$ cat src/rtl/tmds_link_sequencer_if.sv
// Pixel-side bundle between the TMDS encoders, the link sequencer and the serializer top.
// The master modport drives the sequencer's inputs; the slave modport is the sequencer's view.
interface tmds_link_sequencer_if;
   logic       mmcm_locked;
   logic       vde;
   logic       hsync;
   logic       vsync;
   logic [9:0] enc_r;
   logic [9:0] enc_g;
   logic [9:0] enc_b;
   logic       serdes_rst;
   logic [9:0] tmds_r;
   logic [9:0] tmds_g;
   logic [9:0] tmds_b;
   logic       link_up;
   logic [2:0] state;

   modport master (
      output mmcm_locked, vde, hsync, vsync, enc_r, enc_g, enc_b,
      input  serdes_rst, tmds_r, tmds_g, tmds_b, link_up, state
   );

   modport slave (
      input  mmcm_locked, vde, hsync, vsync, enc_r, enc_g, enc_b,
      output serdes_rst, tmds_r, tmds_g, tmds_b, link_up, state
   );
endinterface

$ cat src/rtl/tmds_link_sequencer.sv
// Brings a TMDS link up after MMCM lock: qualify lock, pulse serializer reset, send
// control-only training frames, then pass encoded video. Any loss of lock drops back to IDLE.
module tmds_link_sequencer #(
   parameter int unsigned LOCK_STABLE  = 16,
   parameter int unsigned RST_CYCLES   = 8,
   parameter int unsigned TRAIN_FRAMES = 2
) (
   input  logic                  PixelClk,
   input  logic                  pRst,
   tmds_link_sequencer_if.slave  link
);

   localparam logic [2:0] ST_IDLE   = 3'd0;
   localparam logic [2:0] ST_SRST   = 3'd1;
   localparam logic [2:0] ST_TRAIN  = 3'd2;
   localparam logic [2:0] ST_ACTIVE = 3'd3;

   localparam logic [9:0] TOK_IDLE = 10'h354;

   localparam logic [7:0] LOCK_TGT  = 8'(LOCK_STABLE);
   localparam logic [7:0] RST_TGT   = 8'(RST_CYCLES);
   localparam logic [3:0] FRAME_TGT = 4'(TRAIN_FRAMES);

   logic       lock_meta_q, lock_sync_q;
   logic       vs_prev_q;
   logic [2:0] state_q, state_d;
   logic [7:0] lock_cnt_q, lock_cnt_d;
   logic [7:0] rst_cnt_q, rst_cnt_d;
   logic [3:0] frame_cnt_q, frame_cnt_d;
   logic       serdes_rst_q, serdes_rst_d;
   logic       link_up_q, link_up_d;
   logic [9:0] tmds_r_q, tmds_r_d;
   logic [9:0] tmds_g_q, tmds_g_d;
   logic [9:0] tmds_b_q, tmds_b_d;
   logic [9:0] ctrl_tok;
   logic       vs_rise;

   always_comb begin
      unique case ({link.vsync, link.hsync})
         2'b00:   ctrl_tok = 10'h354;
         2'b01:   ctrl_tok = 10'h0AB;
         2'b10:   ctrl_tok = 10'h154;
         default: ctrl_tok = 10'h2AB;
      endcase
   end

   assign vs_rise = link.vsync & ~vs_prev_q;

   // NOTE: every always_comb output gets a default first so no path can infer a latch.
   always_comb begin
      state_d     = state_q;
      lock_cnt_d  = '0;
      rst_cnt_d   = '0;
      frame_cnt_d = '0;

      if (!lock_sync_q) begin
         state_d = ST_IDLE;
      end else begin
         unique case (state_q)
            ST_IDLE: begin
               lock_cnt_d = (lock_cnt_q == LOCK_TGT) ? lock_cnt_q : lock_cnt_q + 8'd1;
               if (lock_cnt_d == LOCK_TGT) state_d = ST_SRST;
            end
            ST_SRST: begin
               rst_cnt_d = rst_cnt_q + 8'd1;
               if (rst_cnt_d == RST_TGT) state_d = ST_TRAIN;
            end
            ST_TRAIN: begin
               frame_cnt_d = frame_cnt_q;
               if (vs_rise && frame_cnt_q != FRAME_TGT) frame_cnt_d = frame_cnt_q + 4'd1;
               if (frame_cnt_d == FRAME_TGT) state_d = ST_ACTIVE;
            end
            ST_ACTIVE: state_d = ST_ACTIVE;
            default:   state_d = ST_IDLE;
         endcase
      end
   end

   // Reset/link flags follow the next state; pixel words follow the current state,
   // except that a drop to IDLE idles the words on that same edge.
   always_comb begin
      serdes_rst_d = (state_d == ST_IDLE) || (state_d == ST_SRST);
      link_up_d    = (state_d == ST_ACTIVE);
      tmds_r_d     = TOK_IDLE;
      tmds_g_d     = TOK_IDLE;
      tmds_b_d     = TOK_IDLE;
      if (state_d != ST_IDLE) begin
         if (state_q == ST_TRAIN) begin
            tmds_b_d = ctrl_tok;
         end else if (state_q == ST_ACTIVE) begin
            if (link.vde) begin
               tmds_r_d = link.enc_r;
               tmds_g_d = link.enc_g;
               tmds_b_d = link.enc_b;
            end else begin
               tmds_b_d = ctrl_tok;
            end
         end
      end
   end

   // NOTE: sequential state uses non-blocking assignments only, so every flop samples pre-edge values.
   always_ff @(posedge PixelClk) begin
      if (pRst) begin
         lock_meta_q  <= 1'b0;
         lock_sync_q  <= 1'b0;
         vs_prev_q    <= 1'b1;
         state_q      <= ST_IDLE;
         lock_cnt_q   <= '0;
         rst_cnt_q    <= '0;
         frame_cnt_q  <= '0;
         serdes_rst_q <= 1'b1;
         link_up_q    <= 1'b0;
         tmds_r_q     <= TOK_IDLE;
         tmds_g_q     <= TOK_IDLE;
         tmds_b_q     <= TOK_IDLE;
      end else begin
         lock_meta_q  <= link.mmcm_locked;
         lock_sync_q  <= lock_meta_q;
         vs_prev_q    <= link.vsync;
         state_q      <= state_d;
         lock_cnt_q   <= lock_cnt_d;
         rst_cnt_q    <= rst_cnt_d;
         frame_cnt_q  <= frame_cnt_d;
         serdes_rst_q <= serdes_rst_d;
         link_up_q    <= link_up_d;
         tmds_r_q     <= tmds_r_d;
         tmds_g_q     <= tmds_g_d;
         tmds_b_q     <= tmds_b_d;
      end
   end

   assign link.serdes_rst = serdes_rst_q;
   assign link.link_up    = link_up_q;
   assign link.state      = state_q;
   assign link.tmds_r     = tmds_r_q;
   assign link.tmds_g     = tmds_g_q;
   assign link.tmds_b     = tmds_b_q;

endmodule

$ cat src/flat_wrapper.sv
// flat-port wrapper written by rule: the top's interface ports become plain ports
module tmds_link_sequencer_flat 
#(
   parameter int unsigned LOCK_STABLE  = 16,
   parameter int unsigned RST_CYCLES   = 8,
   parameter int unsigned TRAIN_FRAMES = 2
)
  (PixelClk, pRst, link_mmcm_locked, link_vde, link_hsync, link_vsync, link_enc_r, link_enc_g, link_enc_b, link_serdes_rst, link_tmds_r, link_tmds_g, link_tmds_b, link_link_up, link_state);
  tmds_link_sequencer_if link_i ();
  input  logic PixelClk;
  input  logic pRst;
  input wire logic [$bits(link_i.mmcm_locked)-1:0] link_mmcm_locked;
  input wire logic [$bits(link_i.vde)-1:0] link_vde;
  input wire logic [$bits(link_i.hsync)-1:0] link_hsync;
  input wire logic [$bits(link_i.vsync)-1:0] link_vsync;
  input wire logic [$bits(link_i.enc_r)-1:0] link_enc_r;
  input wire logic [$bits(link_i.enc_g)-1:0] link_enc_g;
  input wire logic [$bits(link_i.enc_b)-1:0] link_enc_b;
  output wire logic [$bits(link_i.serdes_rst)-1:0] link_serdes_rst;
  output wire logic [$bits(link_i.tmds_r)-1:0] link_tmds_r;
  output wire logic [$bits(link_i.tmds_g)-1:0] link_tmds_g;
  output wire logic [$bits(link_i.tmds_b)-1:0] link_tmds_b;
  output wire logic [$bits(link_i.link_up)-1:0] link_link_up;
  output wire logic [$bits(link_i.state)-1:0] link_state;
  assign link_i.mmcm_locked = link_mmcm_locked;
  assign link_i.vde = link_vde;
  assign link_i.hsync = link_hsync;
  assign link_i.vsync = link_vsync;
  assign link_i.enc_r = link_enc_r;
  assign link_i.enc_g = link_enc_g;
  assign link_i.enc_b = link_enc_b;
  assign link_serdes_rst = link_i.serdes_rst;
  assign link_tmds_r = link_i.tmds_r;
  assign link_tmds_g = link_i.tmds_g;
  assign link_tmds_b = link_i.tmds_b;
  assign link_link_up = link_i.link_up;
  assign link_state = link_i.state;
  tmds_link_sequencer #(.LOCK_STABLE(LOCK_STABLE), .RST_CYCLES(RST_CYCLES), .TRAIN_FRAMES(TRAIN_FRAMES)) u_core (.PixelClk(PixelClk), .pRst(pRst), .link(link_i));
endmodule
$ cat config.mk
export PLATFORM = sky130hd
export DESIGN_NAME = tmds_link_sequencer_flat
export DESIGN_NICKNAME = d
export VERILOG_FILES = /design/src/rtl/tmds_link_sequencer_if.sv /design/src/rtl/tmds_link_sequencer.sv /design/src/flat_wrapper.sv
export SDC_FILE = /design/constraint.sdc
export NUM_CORES = 1
export LEC_CHECK = 0
export BUFFER_PORTS_ARGS = -buffer_cell sky130_fd_sc_hd__buf_2
export CAP_MARGIN = 20
export CORE_MARGIN = 3
export CORE_UTILIZATION = 45
export CTS_CLUSTER_SIZE = 20
export DETAILED_ROUTE_END_ITERATION = 6
export PLACE_DENSITY = 0.8
export SYNTH_ARGS = -nofsm -noshare
export SYNTH_HDL_FRONTEND = slang
export SYNTH_SLANG_ARGS = --single-unit
$ cat constraint.sdc
create_clock -name PixelClk -period 1.9 [get_ports PixelClk]
set_input_delay 0.285 -clock PixelClk [delete_from_list [all_inputs] [get_ports PixelClk]]
set_output_delay 0.285 -clock PixelClk [all_outputs]
set_load 0.02 [all_outputs]
==> flow_summary.yaml <==
global_route:
  grt_pass1_vias: 1961
  antenna_found_initial: 0
  grt-ovfl-total: 0
  grtUsageTotal_pct: 18.0
  grt_pass1_wl_um: 8500
  grt_max_degree: 21
placed_design:
  portBuffers: 70
  gp_congestion: 0.893
  dp_slack_ns: 0.0461
  dp_hpwl_um: 3800
floorplan:
  die_width_um: 78.1
  start_util_pct: 47.9
  core_area_sq_um: 4880
  rows: 25
  dieArea_sq_um: 6090
  die_h_um: 78.1
  ios: 71
cts:
  ctsHoldBuffers: 0
  cts_tree: "done"
  cts_max_level: 3
  cts_buffers: 9
  clkLatencyLatePin_ns: 0.33
  cts_buffer_depth: 2
  cts-root-buf: "clkbuf_8"
  path_clk_slew_ns: 0.06
  clkSinkCount: 58
drt:
  routed_wl_um: 5030
  wire_per_inst_um: 12.4
  vias: 1958
  drt_iter0_drc: 84
  dr.pass1.iters: 4
  drc: 0
  viasPerCell: 4.82
  final_antenna_net_count: 0
logic_synthesis:
  yosys.area.top_type: "dfxtp_1"
  synth_common_cells: "dfxtp_1 (58), nor2_1 (25), nand2_1 (14), nand2b_1 (13)"
  syn_nets: 293
  synth_cell_type_count: 42
  ys_top_cells_by_area: "dfxtp_1 (50%), ha_1 (5.4%), nor2_1 (4.0%)"
  ys_seq_elements: 58
  syn-cell-area_sq_um: 2340
  synth_edf_count: 0
  synth-warning-count: 0
  ys_seq_area_share_pct: 49.7
  syn_inst: 247
  synthArstFlopShare_pct: 0
  synth.top_cell.area_share_pct: 49.7
  ys.flop_type: "dfxtp_1"
  synth.most_common_cell: "dfxtp_1"
  syn_avg_cell_area_sq_um: 9.46
sta:
  fmax_mhz: 554
  finalSetupViolations: 0
  worst_pin_slew_ns: 0.618
  finalMaxSlewViolations: 0
  hold_violations: 0
  min_period_ns: 1.80
  timing.setup.tns_ns: 0
  fin_crit_sh_pct: 95.0
  timing.slew.headroom_pct: 58.4
  finClkSkew_ns: 0.00554
  holdWs_ns: 0.132
  setup_slack_ns: 0.0950
  rsz0062_at_grt: "no"
critical_path:
  max_stage_delay_ns: 0.53
  required_ns: 2.14
  r2r-start: "u_core.rst_cnt_q[3]"
  r2r_slack_ns: 0.1
  worstPathCellList: "nand3_2 -> or4_4 -> a2111oi_4 -> a31oi_2 -> a311oi_2"
  critPathLaunchType: "register"
  cp.arrival_ns: 2.05
  crit_path_end_kind: "register"
  crit_family: "compound AO/OA/AOI/OAI gates"
  ff2ff_path_depth: 5
  crit_slowest_cell: "or4_4"
  r2r_end: "u_core.link.link_up"
  cp_max_fo: 3
  worst-path-buf-inv: 0
  crit_type: "reg2reg"
pwr:
  p_leak_nw: 1.28
  power_density_nw_per_um2: 766
  ir_worst_vdd_mv: 0.511
run:
  max-cap-violations: 0
finish:
  antenna_cells: 0
  fin_util_pct: 62.6
  syn_to_final_growth_pct: 30.8
  drive_gt1_share_pct: 33.3
  nets: 380
worst_hold_path:
  min-delay-start: "link_enc_r[2]"
  hold_end: "u_core.link.tmds_r[2]"
  min_path_type: "in2reg"
  whs_path_depth: 2
status:
  status: "completed"
==> worst reg2reg max path: stages (launching register included) <==
cell and delay [ns]:
dfxtp_2 0.34, nand3_2 0.10, or4_4 0.53, a2111oi_4 0.34, a31oi_2 0.16, a311oi_2 0.25
==> worst max-delay path by stage <==
stage | start | end | slack (ns) | depth (start not counted)
4_1_cts | u_core.frame_cnt_q[0] | u_core.link.link_up | 0.03 | 7
5_1_grt | u_core.rst_cnt_q[3] | u_core.link.serdes_rst | 0.01 | 5
3_3_place_gp | u_core.frame_cnt_q[0] | u_core.link.link_up | 0.07 | 7
2_1_floorplan | u_core.frame_cnt_q[0] | u_core.link.link_up | 0.02 | 7
3_5_place_dp | u_core.frame_cnt_q[0] | u_core.link.link_up | 0.05 | 7
6_report | u_core.rst_cnt_q[3] | u_core.link.link_up | 0.1 | 5
==> flip-flops by register name, indices dropped and copies added, names as in the netlist <==
signal                  flops
u_core.lock_meta_q          1
u_core.link.serdes_rst      1
u_core.lock_cnt_q           8
u_core.vs_prev_q            1
u_core.link.tmds_b         10
u_core.link.state           3
u_core.link.tmds_r         10
u_core.lock_sync_q          1
u_core.rst_cnt_q            8
u_core.link.link_up         1
u_core.link.tmds_g         10
u_core.frame_cnt_q          4
==> where the power goes <==
part	leakage, nW	total, mW	switching, mW	internal [mW]
Combinational	0.719	0.0748	0.0341	0.0407
Sequential	0.471	1.22	0.00375	1.22
Clock	0.0914	1.04	0.439	0.603
Total	1.28	2.34	0.476	1.86
==> cells in the final DEF, fill, tap and decap left out, types with 6 or more instances in the layout <==
cell type	synthesis	layout
nor2_1	25	25
and2_1	12	12
xor2_1	9	9
buf_2	0	70
clkbuf_8	0	9
buf_4	0	14
inv_1	12	12
xnor2_1	6	6
nand3_1	8	8
o21ai_0	9	8
nand2_1	14	14
dfxtp_1	58	53
ha_1	10	10
nand2b_1	13	13
a21oi_1	12	12
==> per-layer routing <==
layer	track usage (%)	wire [um]	up-vias
li1	-	-	1003
met1	19.2	2030	870
met4	6.82	63	0
met5	0	0	-
met3	10.1	543	6
met2	29.5	2390	79
==> area by class of cell <==
| type | instances | area [sq um] |
|---|---|---|
| Tap cell | 67 | 83.8 |
| Sequential cell | 58 | 1170 |
| Inverter | 12 | 45.0 |
| Timing Repair Buffer | 84 | 455 |
| Multi-Input combinational cell | 169 | 1130 |
| Fill cell | 426 | 1820 |
| Clock buffer | 13 | 139 |
| Clock inverter | 3 | 40.0 |
==> kinds of logic (layout without fill, tap and decap cells) <==
logic type | after synthesis | after routing | share of synthesized area [%]
buf+inv | 20 | 112 | 3.21
xor+xnor | 15 | 15 | 5.62
simple gates | 104 | 104 | 24.4
flops | 58 | 58 | 49.7
compound gates | 39 | 39 | 11.6
other cells | 1 | 1 | 0.160
fa+ha+maj | 10 | 10 | 5.35
==> per-stage QoR <==
step / instance area, sq um / total power [mW] / cells
after floorplan: 2340 / 1.28 / 247
after global placement: 2840 / 1.32 / 389
after detailed placement: 2840 / 1.33 / 389
after CTS: 3020 / 2.37 / 405
after global routing: 3060 / 2.45 / 406
final: 3060 / 2.34 / 406
==> what timing repair did <==
item                                    CTS  global route
gates resized for setup                   0             9
endpoints found under the setup margin    0             3
setup buffers                             0             1
Power figures use the tool's default switching activity.
